### config.mk
export PLATFORM = sky130hd
export DESIGN_NAME = mem_dump_engine
export DESIGN_NICKNAME = d
export VERILOG_FILES = /design/src/rtl/mem_dump_engine.sv
export SDC_FILE = /design/constraint.sdc
export NUM_CORES = 1
export LEC_CHECK = 0
export ABC_CLOCK_PERIOD_IN_PS = 6690
export BUFFER_PORTS_ARGS = -buffer_cell sky130_fd_sc_hd__buf_2
export CAP_MARGIN = 20
export CORE_MARGIN = 8
export CORE_UTILIZATION = 55
export CTS_BUF_LIST = sky130_fd_sc_hd__clkbuf_4 sky130_fd_sc_hd__clkbuf_8
export CTS_CLUSTER_DIAMETER = 50
export DETAILED_ROUTE_END_ITERATION = 10
export PLACE_DENSITY = 0.82
export SLEW_MARGIN = 20
export SYNTH_ARGS = -nofsm -noshare
export SYNTH_HDL_FRONTEND = slang
export SYNTH_SLANG_ARGS = --single-unit
### constraint.sdc
create_clock -name Clk -period 6.69 [get_ports Clk]
set_input_delay 0 -clock Clk [delete_from_list [all_inputs] [get_ports Clk]]
set_output_delay 0 -clock Clk [all_outputs]
set_load 0.1 [all_outputs]
### src/rtl/mem_dump_engine.sv
// Reads the data RAM word by word after a halt loop or a start pulse and streams addr/data out; MEM_DUMP_SKIP_ZERO_EN drops zero words.
// Latency: trigger edge N -> READ in cycle N+1 -> dump_valid in cycle N+2; 2 cycles per word with dump_ready high.
// Backpressure: SEND holds addr/data/last stable for as long as dump_ready stays low.
module mem_dump_engine #(
    parameter int ADDR_W      = 8,
    parameter int DEPTH       = 256,
    parameter int HALT_REPEAT = 12
) (
    input  logic              Clk,
    input  logic              Reset,
    input  logic [31:0]       PC,
    input  logic              PC_LE,
    input  logic              start,
    output logic [ADDR_W-1:0] mem_Address,
    output logic              mem_Enable,
    output logic              mem_ReadWrite,
    output logic              mem_Size,
    input  logic [31:0]       mem_DataOut,
    output logic              dump_valid,
    input  logic              dump_ready,
    output logic [ADDR_W-1:0] dump_addr,
    output logic [31:0]       dump_data,
    output logic              dump_last,
    output logic              halt_detected,
    output logic              busy,
    output logic              done
);

    typedef enum logic [1:0] {IDLE, READ, SEND, DONE} state_t;

    localparam int                CNT_W     = $clog2(HALT_REPEAT + 1);
    localparam logic [CNT_W-1:0]  CNT_MAX   = CNT_W'(HALT_REPEAT);
    localparam logic [ADDR_W-1:0] LAST_ADDR = ADDR_W'(DEPTH - 4);
    localparam logic [ADDR_W-1:0] WORD_STEP = ADDR_W'(4);

    state_t            state_q, state_d;
    logic [ADDR_W-1:0] addr_q, addr_d;
    logic [31:0]       h0_q, h0_d, h1_q, h1_d;
    logic [CNT_W-1:0]  cnt_q, cnt_d;
    logic [ADDR_W-1:0] dump_addr_q, dump_addr_d;
    logic [31:0]       dump_data_q, dump_data_d;
    logic              dump_last_q, dump_last_d;
    logic              halt_q, halt_d;
    logic              halt_hit;

    always_comb begin
        state_d     = state_q;
        addr_d      = addr_q;
        h0_d        = h0_q;
        h1_d        = h1_q;
        cnt_d       = cnt_q;
        dump_addr_d = dump_addr_q;
        dump_data_d = dump_data_q;
        dump_last_d = dump_last_q;
        halt_d      = halt_q;
        halt_hit    = 1'b0;
        mem_Address = '0;
        mem_Enable  = 1'b0;
        mem_Size    = 1'b0;
        dump_valid  = 1'b0;

        case (state_q)
            IDLE: begin
                if (PC_LE) begin
                    // Two-entry history so an L / L+4 alternation still counts as a repeat.
                    h1_d = h0_q;
                    h0_d = PC;
                    if (PC == h0_q || PC == h1_q)
                        cnt_d = (cnt_q == CNT_MAX) ? cnt_q : cnt_q + CNT_W'(1);
                    else
                        cnt_d = '0;
                    halt_hit = (cnt_d == CNT_MAX);
                end
                if (halt_hit)
                    halt_d = 1'b1;
                if (start || halt_hit) begin
                    state_d = READ;
                    addr_d  = '0;
                end
            end
            READ: begin
                mem_Address = addr_q;
                mem_Enable  = 1'b1;
                mem_Size    = 1'b1;
`ifdef MEM_DUMP_SKIP_ZERO_EN
                if (mem_DataOut == 32'h0 && addr_q != LAST_ADDR) begin
                    addr_d = addr_q + WORD_STEP;
                end else begin
                    dump_data_d = mem_DataOut;
                    dump_addr_d = addr_q;
                    dump_last_d = (addr_q == LAST_ADDR);
                    state_d     = SEND;
                end
`else
                dump_data_d = mem_DataOut;
                dump_addr_d = addr_q;
                dump_last_d = (addr_q == LAST_ADDR);
                state_d     = SEND;
`endif
            end
            SEND: begin
                dump_valid = 1'b1;
                if (dump_ready) begin
                    if (dump_last_q) begin
                        state_d = DONE;
                    end else begin
                        addr_d  = addr_q + WORD_STEP;
                        state_d = READ;
                    end
                end
            end
            DONE: begin
            end
            default: state_d = IDLE;
        endcase
    end

    always_ff @(posedge Clk) begin
        if (Reset) begin
            state_q     <= IDLE;
            addr_q      <= '0;
            h0_q        <= '0;
            h1_q        <= '0;
            cnt_q       <= '0;
            dump_addr_q <= '0;
            dump_data_q <= '0;
            dump_last_q <= 1'b0;
            halt_q      <= 1'b0;
        end else begin
            state_q     <= state_d;
            addr_q      <= addr_d;
            h0_q        <= h0_d;
            h1_q        <= h1_d;
            cnt_q       <= cnt_d;
            dump_addr_q <= dump_addr_d;
            dump_data_q <= dump_data_d;
            dump_last_q <= dump_last_d;
            halt_q      <= halt_d;
        end
    end

    assign mem_ReadWrite = 1'b0;
    assign dump_addr     = dump_addr_q;
    assign dump_data     = dump_data_q;
    assign dump_last     = dump_last_q;
    assign halt_detected = halt_q;
    assign busy          = (state_q == READ) || (state_q == SEND);
    assign done          = (state_q == DONE);

endmodule

**After elaboration in Yosys (flattened, before gate mapping)**

Cells that the tools add are included.

- Multiplexer cells: 17
- $add $sub $neg: 2
- Reduce and logical (&&, ||, !) cells: 10
- Eq/ne operators: 11

Operators with widths:

| operator | number |
|---|---|
| $eq A32 B32 Y1 | 2 |
| $mux W8 | 4 |
| $mux W4 | 4 |
| $pmux W8 S2 | 1 |
| $add A8 B3 Y8 const B | 1 |
| $eq A4 B4 Y1 const B | 2 |
| $eq A8 B8 Y1 const B | 1 |
| $mux W2 | 3 |
| $ne A2 B2 Y1 const B | 3 |
| $pmux W2 S3 | 1 |
| $add A4 B1 Y4 const B | 1 |
| $eq A2 B2 Y1 const B | 2 |
| $mux W1 | 4 |
| $reduce_and A2 Y1 | 2 |
| $reduce_and A4 Y1 | 1 |
| $logic_or A1 B1 Y1 | 3 |
| $reduce_and A3 Y1 | 1 |
| $reduce_bool A3 Y1 | 1 |
| $eq A2 B1 Y1 const B | 1 |
| $logic_not A2 Y1 | 1 |
| $reduce_bool A2 Y1 | 1 |

- Register bits after elaboration: 120

**Depth between registers and ports, before layout**

Gate-level depths: netlist of run 1.

- Depth in word-level cells: 11
- Mapped depth: 9

**Worst setup path before layout of run 1**

OpenSTA, ideal clock, no wires.

- Path kind: reg2reg
- Start point: register state_q[1]
- End point: register dump_addr_q[2], in the netlist dump_addr[2]
- Slack: 4,030 ps
- Data arrival time: 2,593 ps
- Buffers on the path: 1
- Cell stages (with the launch flop): 7
- Setup time: 68 ps
- Period minus slack after synthesis: 2,660 ps
- Cells stage by stage: dfxtp_1 -> inv_1 -> ha_1 -> clkbuf_1 -> and2_1 -> a21oi_1 -> nor2_1

- Longest elaborated chain between the ends: 1

RTL lines:

| item | line | source |
|---|---|---|
| from (decl) | 36 | `state_t state_q, state_d;` |
| from (signal assigned) | 130 | `state_q <= state_d;` |
| $eq A2 B1 Y1 | 62 | `case (state_q)` |
| to (signal assigned) | 135 | `dump_addr_q <= dump_addr_d;` |
| to (decl) | 40 | `logic [ADDR_W-1:0] dump_addr_q, dump_addr_d;` |

Every way passes these cells.
A chain may end at the register's enable or synchronous reset.

**Worst setup path after layout of run 1**

- Start point: register cnt_q[0]
- End point: register state_q[0]

- Longest elaborated chain between the ends: 11
- Elaborated cells between the ends (all ways): 12

RTL lines:

| item | line | source |
|---|---|---|
| from (decl) | 39 | `logic [CNT_W-1:0] cnt_q, cnt_d;` |
| from (signal assigned) | 134 | `cnt_q <= cnt_d;` |
| $add A4 B1 Y4 or $eq A4 B4 Y1 (tied branches) | 69 | `cnt_d = (cnt_q == CNT_MAX) ? cnt_q : cnt_q + CNT_W'(1);` |
| $mux W4 (*) | 69 |  |
| $mux W4 (*) | 68 | `if (PC == h0_q \|\| PC == h1_q)` |
| $mux W4 (*) | 64 | `if (PC_LE) begin` |
| $mux W4 (*) | 62 |  |
| $eq A4 B4 Y1 (*) | 72 | `halt_hit = (cnt_d == CNT_MAX);` |
| $mux W1 (*) | 64 |  |
| $mux W1 (*) | 62 |  |
| $logic_or A1 B1 Y1 (*) | 76 | `if (start \|\| halt_hit) begin` |
| $ne A2 B2 Y1 (no source line) (*) | -- |  |
| $reduce_and A3 Y1 (no source line) (*) | -- |  |

Mark *: on every way between the ends. The rest lies on a longest branch, timed or not. The select of a mux whose other input is x is not followed.

==> results of run 1 <==
==> worst max-delay path, stage by stage (launching register included) <==
cell and delay (ps):
dfxtp_1 350, inv_1 200, ha_1 220, nand3_2 150, nand2b_4 190, a2111o_1 560
a211o_1 360, a21oi_2 140, mux2_1 330
==> where the power goes <==
part | total [mW] | internal [mW] | switching (mW)
clock network | 0.609 | 0.305 | 0.304
registers | 0.857 | 0.787 | 0.0703
logic | 1.01 | 0.253 | 0.761
==> stage by stage <==
stage | cell area [um^2] | cells | total power, mW | hold WS (ps) | utilization, %
3_5_place_dp | 5790 | 814 | 1.83 | 241 | 63.0
6_report | 6830 | 911 | 2.48 | 51.3 | 74.2
5_1_grt | 6820 | 910 | 2.59 | 52.2 | 74.2
4_1_cts | 6810 | 910 | 2.47 | 27.5 | 74.0
2_1_floorplan | 5220 | 624 | 1.66 | 136 | -
3_3_place_gp | 5790 | 814 | 1.80 | 233 | 62.9
==> metal layers <==
metal	vias up	routed length [um]	share of wire, %
met2	173	7330	49
met4	0	257	1.7
met3	20	1130	7.6
met5	-	0	0
li1	2388	-	-
met1	2290	6130	41
==> flip-flops by register name, summed over array words and instances (netlist names) <==
register	count
dump_last	1
dump_data	32
state_q	2
halt_detected	1
h1_q	32
addr_q	6
cnt_q	4
dump_addr	6
h0_q	32
==> path summary, 6_finish.rpt <==
check | from | endpoint | slack [ps] | cells past startpoint
max | cnt_q[0]$_SDFFE_PP0P_ | state_q[0]$_SDFFE_PP0P_ | 4080 | 8
min | dump_ready | addr_q[4]$_SDFFE_PP0P_ | 50 | 5
max reg2reg | cnt_q[0]$_SDFFE_PP0P_ | state_q[0]$_SDFFE_PP0P_ | 4080 | 8
min reg2reg | h1_q[3]$_SDFFE_PP0P_ | h1_q[3]$_SDFFE_PP0P_ | 470 | 2
==> placed cells by master, fill, tap and decap left out, types with 3 or more instances in the layout <==
cell / netlist / final
nor3_1: 7 / 7
buf_2: 0 / 118
dfxtp_1: 116 / 116
ha_1: 8 / 7
clkbuf_8: 0 / 18
inv_6: 0 / 3
nor2_1: 48 / 48
a21oi_1: 80 / 80
mux2i_1: 38 / 38
nand2_1: 139 / 138
nand4_1: 5 / 5
inv_1: 6 / 6
nor2b_1: 4 / 4
xor2_1: 65 / 65
nor4_1: 16 / 16
dlygate4sd3_1: 0 / 64
and3_1: 3 / 3
nand2b_1: 4 / 4
clkinvlp_4: 0 / 6
conb_1: 1 / 5
a31oi_1: 6 / 6
nand3_1: 5 / 5
and2_1: 9 / 9
==> kinds of logic (layout without fill, tap and decap cells) <==
family | Yosys count | after routing
DFF | 116 | 116
other | 1 | 6
adders and majority gates | 8 | 8
and+or+nand+nor | 247 | 247
buffers and inverters | 46 | 221
xor gates and xnor gates | 65 | 65
muxes | 39 | 39
AOI/OAI and AO/OA | 98 | 98
==> area by class of cell <==
class,instances,area (um^2),area share (%)
multi-input combinational,462,2720,39.9
antenna,1,2.50,0.0367
sequential,116,2320,34.0
clock buffer,18,248,3.63
inverter,6,22.5,0.330
tap,111,139,2.03
timing repair buffer,183,1240,18.2
clock inverter,14,129,1.89
==> impl_metrics.toml, run 1 <==
[clock_network]
clkLatencyLatePin_ps = 430
tritoncts_clock_tree = "yes"
cts.sinks = 116
cts_resized = 0
clock_tree.buffer_depth = 2
cts.hold.buffers_added = 64
worst_setup_hold_path_clk_slew_ps = 70
cts_made_buffers = 17
cts_root_buffer = "clkbuf_8"
cts_htree_levels = 4
post_cts_setup_buffer_count = 0

[grt]
number_of_global_route_vias_before_repair = 5088
global_route.usage.met2_pct = 39.4
grt_pass1_wl_um = 24100
overflow = 0
grt_max_degree = 122
grt.met3_usage_pct = 8.09
grt_max_usage_layer = "met2"
grt.total_usage_pct = 23.2
initial_antenna_violation_count = 0
global_route_met1_usage_pct = 26.3

[floorplanning]
floorplan.die.width_um = 113
floorplan.initialDensity_pct = 56.6
design.die.area_mm2 = 0.0128
die_y_um = 113
core_area_mm2 = 0.00920
top_level_ports = 125
row_count = 35

[place]
gp_routability_congestion = 0.827
detailedPlacementHpwl_um = 9170
numPortBuffers = 119
worst_slack_at_placement_ps = 4200

[yosys]
main_combinational_cell_family_by_area_after_synthesis = "simple AND/OR/NAND/NOR gates"
postSynth.topFlopCell = "dfxtp_1"
simple_gate_portion_of_the_synthesized_area_pct = 20.8
synth_most_common_cell = "nand2_1"
post_synthesis_compound_gate_area_fraction_pct = 10.3
muxShareOfSynthArea_pct = 7.52
synth.cells.most_frequent = "nand2_1 (139), dfxtp_1 (116), a21oi_1 (80)"
synth.avg_cell_area_um2 = 8.40
synth.area.top_cells = "dfxtp_1 (45%), xor2_1 (11%), nand2_1 (10%), a21oi_1 (7.7%), mux2i_1 (7.3%)"
synthXorXnorAreaFrac_pct = 10.9
synth_sequential_area_ratio_pct = 44.6
synthesis.area_mm2 = 0.00521
synth-async-reset-ratio_pct = 0
synth_edf_count = 0
synth_top_area_cell = "dfxtp_1"
yosys.area_share.adder_pct = 1.92
syn-instance-count = 620
ys_seq_elements = 116
ys_types = 41
number_of_warnings_issued_by_yosys = 0
post-synth-top-area-fraction_pct = 44.6

[setup_path]
critical_path_class = "reg2reg"
timing.critical_path.from_type = "flip-flop"
arrival_ps = 2920
crit_required_ps = 7000
crit_path_max_fanout = 10
crit_path_end_kind = "flip-flop"

[timing]
timing.max_slew.rel_slack_pct = 42.1
post-route-min-period_ps = 2610
fin_skew_ps = 13.8
number_of_slew_limit_violations_in_the_final_report = 0
report.final.hold_viol_count = 0
maxClockFrequency_mhz = 383
min_period_over_period_pct = 39.1
setup_repair_after_global_routing_missed_its_margin = "no"
final.setup.worst_slack_ps = 4080
finalSetupTns_ps = 0
timing_worst_slew_pin_value_ps = 868
finalSetupViolations = 0

[detailed_routing]
routed_wl_um = 14800
num_vias = 4871
final_antenna_net_count = 0
drt_iter0_markers = 399
detail_route.wl_per_cell_um = 16.3
detail_route.first_pass.iterations = 5
post-route-drc-count = 0
vias_per_cell = 5.35

[power_and_ir_drop]
power_leakage_nw = 3.00
ir_drop_mv = 0.329
power_density_mw_per_mm2 = 363

[layout]
final_layout_size_suffix_gt1_share_pct = 19.9
num-nets-final = 863
fillerInstances = 633
areaGrowthSynthToFinish_pct = 31.1

[job]
drv_cap = 0

[outcome]
status = "complete, no violations"

[worst_hold_path]
hold_path_class = "in2reg"
(Power assumes the default switching activity.)
==> inputs of run 2 (changes only) <==
- ABC_AREA: default -> 1
- ABC_CLOCK_PERIOD_IN_PS: 6690 -> 2100
- CORE_UTILIZATION: 55 -> 50
- PLACE_DENSITY: 0.82 -> 0.78
- clock period: 6.69 -> 2.1 ns (I/O delays scaled with it)
==> run 2 against run 1 <==
Against the previous run:
- sequential share of layout area down 1.1 points
- worst setup slack worse by 3900 ps
- cell count up 16%
- core utilization down 5.9 points
- critical path depth down 4
- hold slack better by 13 ps
- first-iteration DRC count down 33%
- largest power group unchanged
- clock power rose to 3.3 times the previous value
- clock skew down 3.4 ps
- highest routed layer unchanged
- largest cell class unchanged
==> impl_metrics.toml, run 2 <==
[outcome]
status = "complete, no violations"

[detailed_routing]
detail_route.wl_per_cell_um = 13.3
post-route-drc-count = 0
final_antenna_net_count = 0
detail_route.first_pass.iterations = 7
routed_wl_um = 14100
drt_iter0_markers = 266
vias_per_cell = 4.84
num_vias = 5130

[layout]
areaGrowthSynthToFinish_pct = 32.9
layout.cells.most_common = "nor2_1"
layout_common_cells = "nor2_1 (171), nand2_1 (117), buf_2 (117), dfxtp_1 (116), o21ai_0 (101)"
final_layout_size_suffix_gt1_share_pct = 19.4
num-nets-final = 989
antenna_cells_inserted = 0

[setup_path]
critical_path_class = "reg2out"
arrival_ps = 1910
cp_slowest_cell = "dfxtp_1"
path_common_cell = "buf_4"
worst-r2r-setup-slack_ps = 270
r2r_end = "addr_q[6]$_SDFFE_PP0P_"
crit_required_ps = 2100
cp_slowest_stage_delay_ps = 350
crit_path_max_fanout = 30
critPathTopFamily = "buffers and inverters"
crit_path_end_kind = "output port"
worstReg2RegStart = "cnt_q[0]$_SDFFE_PP0P_"
path_cells = "inv_1 -> ha_2 -> buf_4 -> buf_4"
timing.critical_path.from_type = "flip-flop"
worstPathBufferInverterCount = 3
reg2regPathDepth = 12

[floorplanning]
core_area_mm2 = 0.0103
design.die.area_mm2 = 0.0142
floorplan.die.width_um = 119
row_count = 37
die_y_um = 119
floorplan.initialDensity_pct = 51.4
top_level_ports = 125

[yosys]
ys_seq_elements = 116
post-synth-top-area-fraction_pct = 43.7
ys_types = 26
synth-async-reset-ratio_pct = 0
synth_top_area_cell = "dfxtp_1"
postSynth.topFlopCell = "dfxtp_1"
synth.cells.most_frequent = "nor2_1 (171), nand2_1 (118), dfxtp_1 (116)"
synth_sequential_area_ratio_pct = 43.7
synth_most_common_cell = "nor2_1"
synthesis.area_mm2 = 0.00531
number_of_warnings_issued_by_yosys = 0
synth.area.top_cells = "dfxtp_1 (44%), nor2_1 (12%), o21ai_0 (9.5%), xnor2_1 (8.6%), nand2_1 (8.3%)"
synth.avg_cell_area_um2 = 7.20
syn-instance-count = 738
synth_edf_count = 0

[place]
numPortBuffers = 119
detailedPlacementHpwl_um = 8890
gp_routability_congestion = 0.820

[timing]
timing_worst_slew_pin_value_ps = 580
maxClockFrequency_mhz = 524
report.final.hold_viol_count = 0
number_of_slew_limit_violations_in_the_final_report = 0
setup_repair_after_global_routing_missed_its_margin = "no"
hold_slack_ps = 64.3
post-route-min-period_ps = 1910
min_period_over_period_pct = 90.9
finalSetupViolations = 0
finalSetupTns_ps = 0
fin_skew_ps = 10.4
timing.max_slew.rel_slack_pct = 61.3

[worst_hold_path]
hold_path_class = "in2reg"
hold_start = "start"
min_delay_path_depth = 6
worst_hold_path.endpoint = "addr_q[7]$_SDFFE_PP0P_"

[power_and_ir_drop]
total_power_mw = 10.6
power_density_mw_per_mm2 = 1500
ir_drop_mv = 1.62
power_leakage_nw = 3.20

[grt]
initial_antenna_violation_count = 0
grt_pass1_wl_um = 23300
grt.total_usage_pct = 19.9
grt_max_degree = 69
overflow = 0
number_of_global_route_vias_before_repair = 5023

[clock_network]
cts_made_buffers = 17
cts.sinks = 116
clock_tree.buffer_depth = 2
post_cts_setup_buffer_count = 0
cts_htree_levels = 4
cts_root_buffer = "clkbuf_8"
clkLatencyLatePin_ps = 440
tritoncts_clock_tree = "yes"
worst_setup_hold_path_clk_slew_ps = 70

[job]
drv_cap = 0
-- run 2: changes by cell type after synthesis, sizes merged, moves of 10 or more --
cell,change
nor4,-16
inv,+52
o21ai,+100
nor2,+125
and2,-10
mux2i,-38
xor2,-64
nand2,-18
a21oi,-38
xnor2,+52
-- run 2: how the worst max path moves through the flow --
| stage | startpoint | to | depth (start not counted) |
|---|---|---|---|
| 2_1_floorplan | state_q[1]$_SDFFE_PP0P_ | dump_last$_SDFFE_PP0P_ | 7 |
| 3_3_place_gp | cnt_q[0]$_SDFFE_PP0P_ | addr_q[2]$_SDFFE_PP0P_ | 11 |
| 3_5_place_dp | cnt_q[0]$_SDFFE_PP0P_ | addr_q[2]$_SDFFE_PP0P_ | 11 |
| 4_1_cts | state_q[1]$_SDFFE_PP0P_ | mem_Size | 4 |
| 5_1_grt | state_q[1]$_SDFFE_PP0P_ | mem_Size | 4 |
| 6_report | state_q[1]$_SDFFE_PP0P_ | mem_Size | 4 |
-- run 2: metrics by stage --
stage / worst slack (ps) / cell area, um^2 / utilization (%) / instances
final: 191 / 7060 / 68.4 / 1059
after global routing: 36.9 / 7060 / 68.4 / 1059
after CTS: 35.0 / 7050 / 68.3 / 1059
after detailed placement: 287 / 6020 / 58.4 / 964
after global placement: 343 / 6020 / 58.4 / 964
after floorplan: -151 / 5350 / - / 742
-- run 2: power breakdown --
| group | total, mW | switching [mW] | internal (mW) | leakage [nW] |
|---|---|---|---|---|
| clock | 1.99 | 0.888 | 1.11 | 0.193 |
| combinational | 5.33 | 4.09 | 1.24 | 2.05 |
| sequential | 3.30 | 0.428 | 2.87 | 0.957 |
-- run 2: cell type report --
type / instances / area, um^2
clock buffers: 20 / 269
clock inverters: 10 / 109
well taps: 136 / 170
inverters: 58 / 236
flip-flops and latches: 116 / 2320
fillers: 846 / 3270
multi-input cells: 527 / 2620
repair buffers: 192 / 1340
-- run 2: logic make-up after synthesis --
| family | after synthesis | synth area share [%] |
|---|---|---|
| flops | 116 | 43.7 |
| simple gates | 313 | 24.0 |
| buf+inv | 99 | 7.47 |
| xor+xnor | 53 | 8.74 |
| compound gates | 148 | 14.1 |
| other cells | 1 | 0.0706 |
| fa+ha+maj | 8 | 1.88 |
-- run 2: worst register-to-register path: cells and delay by family (launching register included) --
kind	cells	cell delay [ps]
buffers and inverters	3	190
and+or+nand+nor	7	900
DFF	1	350
xor gates and xnor gates	1	150
adders and majority gates	1	200
-- run 2: timing repair --
item / CTS / global route
resized for setup: 0 / 4
hold buffers: 65 / 0
hold endpoints to repair: 76 / 0
setup endpoints to repair: 0 / 2
-- run 2: per-layer routing --
layer,GRT usage [%],routed length [um],up-vias
met5,0,0,-
li1,-,-,2656
met2,33.1,6770,133
met4,8.70,284,0
met1,22.6,6080,2316
met3,7.09,960,25
==> inputs of run 3 (changes only) <==
- CORE_UTILIZATION: 50 -> 40
- PLACE_DENSITY: 0.78 -> default
==> run 3 against run 2 <==
Against the previous run:
- clock skew increased by 1.6 ps
- cell count grew 3.8%
- first-iteration DRC count decreased by 11%
- maximum frequency shrank 0.53%
- register-to-register slack worse by 20 ps
- count of clock-buffer cells in the layout up 2
- via count down 0.18%
- largest cell class unchanged
==> impl_metrics.toml, run 3 (synthesized netlist as in run 2, its figures left out) <==
[outcome]
status = "complete, no violations"

[timing]
fin_skew_ps = 12.0
number_of_slew_limit_violations_in_the_final_report = 0
min_period_over_period_pct = 91.4
setup_repair_after_global_routing_missed_its_margin = "no"
post-route-min-period_ps = 1920
finalSetupViolations = 0
final.setup.worst_slack_ps = 181
report.final.hold_viol_count = 0
maxClockFrequency_mhz = 521

[layout]
fillerInstances = 1209
antenna_cells_inserted = 0
layout.cells.most_common = "nor2_1"
layout_common_cells = "nor2_1 (171), nand2_1 (117), dfxtp_1 (116), buf_2 (113), o21ai_0 (101)"
design_area_mm2 = 0.00718
num-nets-final = 987
final_layout_size_suffix_gt1_share_pct = 19.3
areaGrowthSynthToFinish_pct = 35.2
layoutNonFillerInstCount = 1099

[place]
detailedPlacementHpwl_um = 9360
numPortBuffers = 119
placed_cell_area_mm2 = 0.00607
gp_routability_congestion = 0.782
worst_slack_at_placement_ps = 248
dp.cells = 1002

[detailed_routing]
met3WireLength_um = 1080
post-route-drc-count = 0
final_antenna_net_count = 0
highest-signal-layer = "met4"
detail_route.wl_per_cell_um = 12.9
drt_iter0_markers = 238
num_vias = 5121
detail_route.first_pass.iterations = 4
wl_met2_um = 6690
vias_per_cell = 4.66
routed_wl_um = 14200
wirelength_met1_um = 6200

[setup_path]
reg2regPathDepth = 12
crit_path_max_fanout = 19
r2r_end = "addr_q[2]$_SDFFE_PP0P_"
arrival_ps = 1920
worstReg2RegStart = "cnt_q[0]$_SDFFE_PP0P_"
crit_path_end_kind = "output port"
worst-r2r-setup-slack_ps = 250
timing.critical_path.from_type = "flip-flop"
crit_required_ps = 2100
critical_path_class = "reg2out"

[worst_hold_path]
worst_hold_path.endpoint = "addr_q[7]$_SDFFE_PP0P_"
hold_start = "start"
min_delay_path_depth = 6
hold_path_class = "in2reg"

[grt]
initial_antenna_violation_count = 0
overflow = 0
number_of_global_route_vias_before_repair = 5211
grt_max_degree = 71
grt.total_usage_pct = 16.3
grt_pass1_wl_um = 23800

[floorplanning]
core_area_mm2 = 0.0131
floorplan.die.width_um = 131
top_level_ports = 125
die_y_um = 131
design.die.area_mm2 = 0.0172
row_count = 42
floorplan.initialDensity_pct = 40.6

[power_and_ir_drop]
total_power_mw = 10.9
power_density_mw_per_mm2 = 1510
power_leakage_nw = 3.22
ir_drop_mv = 1.39

[clock_network]
worst_setup_hold_path_clk_slew_ps = 70
cts.sinks = 116
cts_root_buffer = "clkbuf_8"
cts_made_buffers = 17
post_cts_setup_buffer_count = 0
cts_htree_levels = 4
clock_tree.buffer_depth = 2
tritoncts_clock_tree = "yes"
clkLatencyLatePin_ps = 430

[job]
drv_cap = 0
run 3: cell count changes in the layout (fill, tap and decap cells not counted), sizes merged:
cell and delta:
buf -8, clkbuf +8, bufinv +2, clkinvlp -1, inv -1
run 3: per-stage QoR:
stage	utilization, %	TNS [ps]	hold slack (ps)
5_1_grt	54.9	0	50.6
6_report	54.9	0	47.6
3_5_place_dp	46.4	0	229
2_1_floorplan	-	-151	78.5
4_1_cts	54.8	0	15.5
3_3_place_gp	46.4	0	221
run 3: layout make-up:
class	count	area (um^2)	share of cell area, %
sequential	116	2320	32.3
clock inverter	10	153	2.13
timing repair buffer	190	1340	18.7
clock buffer	22	290	4.04
inverter	58	236	3.29
multi-input combinational	527	2620	36.4
tap	176	220	3.07
run 3: critical path: stages (launching register included):
cell and delay, ps:
dfxtp_1 340, inv_1 110, ha_2 420, nand2_1 180
clkinvlp_4 100, clkbuf_4 320
run 3: worst max-delay path by stage:
stage,startpoint,endpoint,cells past startpoint
CTS,state_q[1]$_SDFFE_PP0P_,mem_Address[4],5
finish,state_q[1]$_SDFFE_PP0P_,mem_Address[4],5
global route,state_q[1]$_SDFFE_PP0P_,mem_Address[2],5
global placement,cnt_q[0]$_SDFFE_PP0P_,addr_q[2]$_SDFFE_PP0P_,11
floorplan,state_q[1]$_SDFFE_PP0P_,dump_last$_SDFFE_PP0P_,7
detailed placement,cnt_q[0]$_SDFFE_PP0P_,addr_q[2]$_SDFFE_PP0P_,12
run 3: what timing repair did:
action | in CTS | in global routing
hold buffers | 65 | 0
endpoints found under the setup margin | 0 | 6
resized for setup | 0 | 6
endpoints found under the hold margin | 76 | 0
run 3: where the power goes:
part	internal, mW	total, mW	switching, mW
logic	1.22	5.30	4.08
clock network	1.40	2.28	0.877
registers	2.87	3.30	0.431
run 3: routing by layer:
metal | GRT usage, % | vias up
li1 | - | 2652
met1 | 18.5 | 2314
met2 | 26.4 | 139
met3 | 7.09 | 16
met4 | 6.65 | 0
met5 | 0 | -
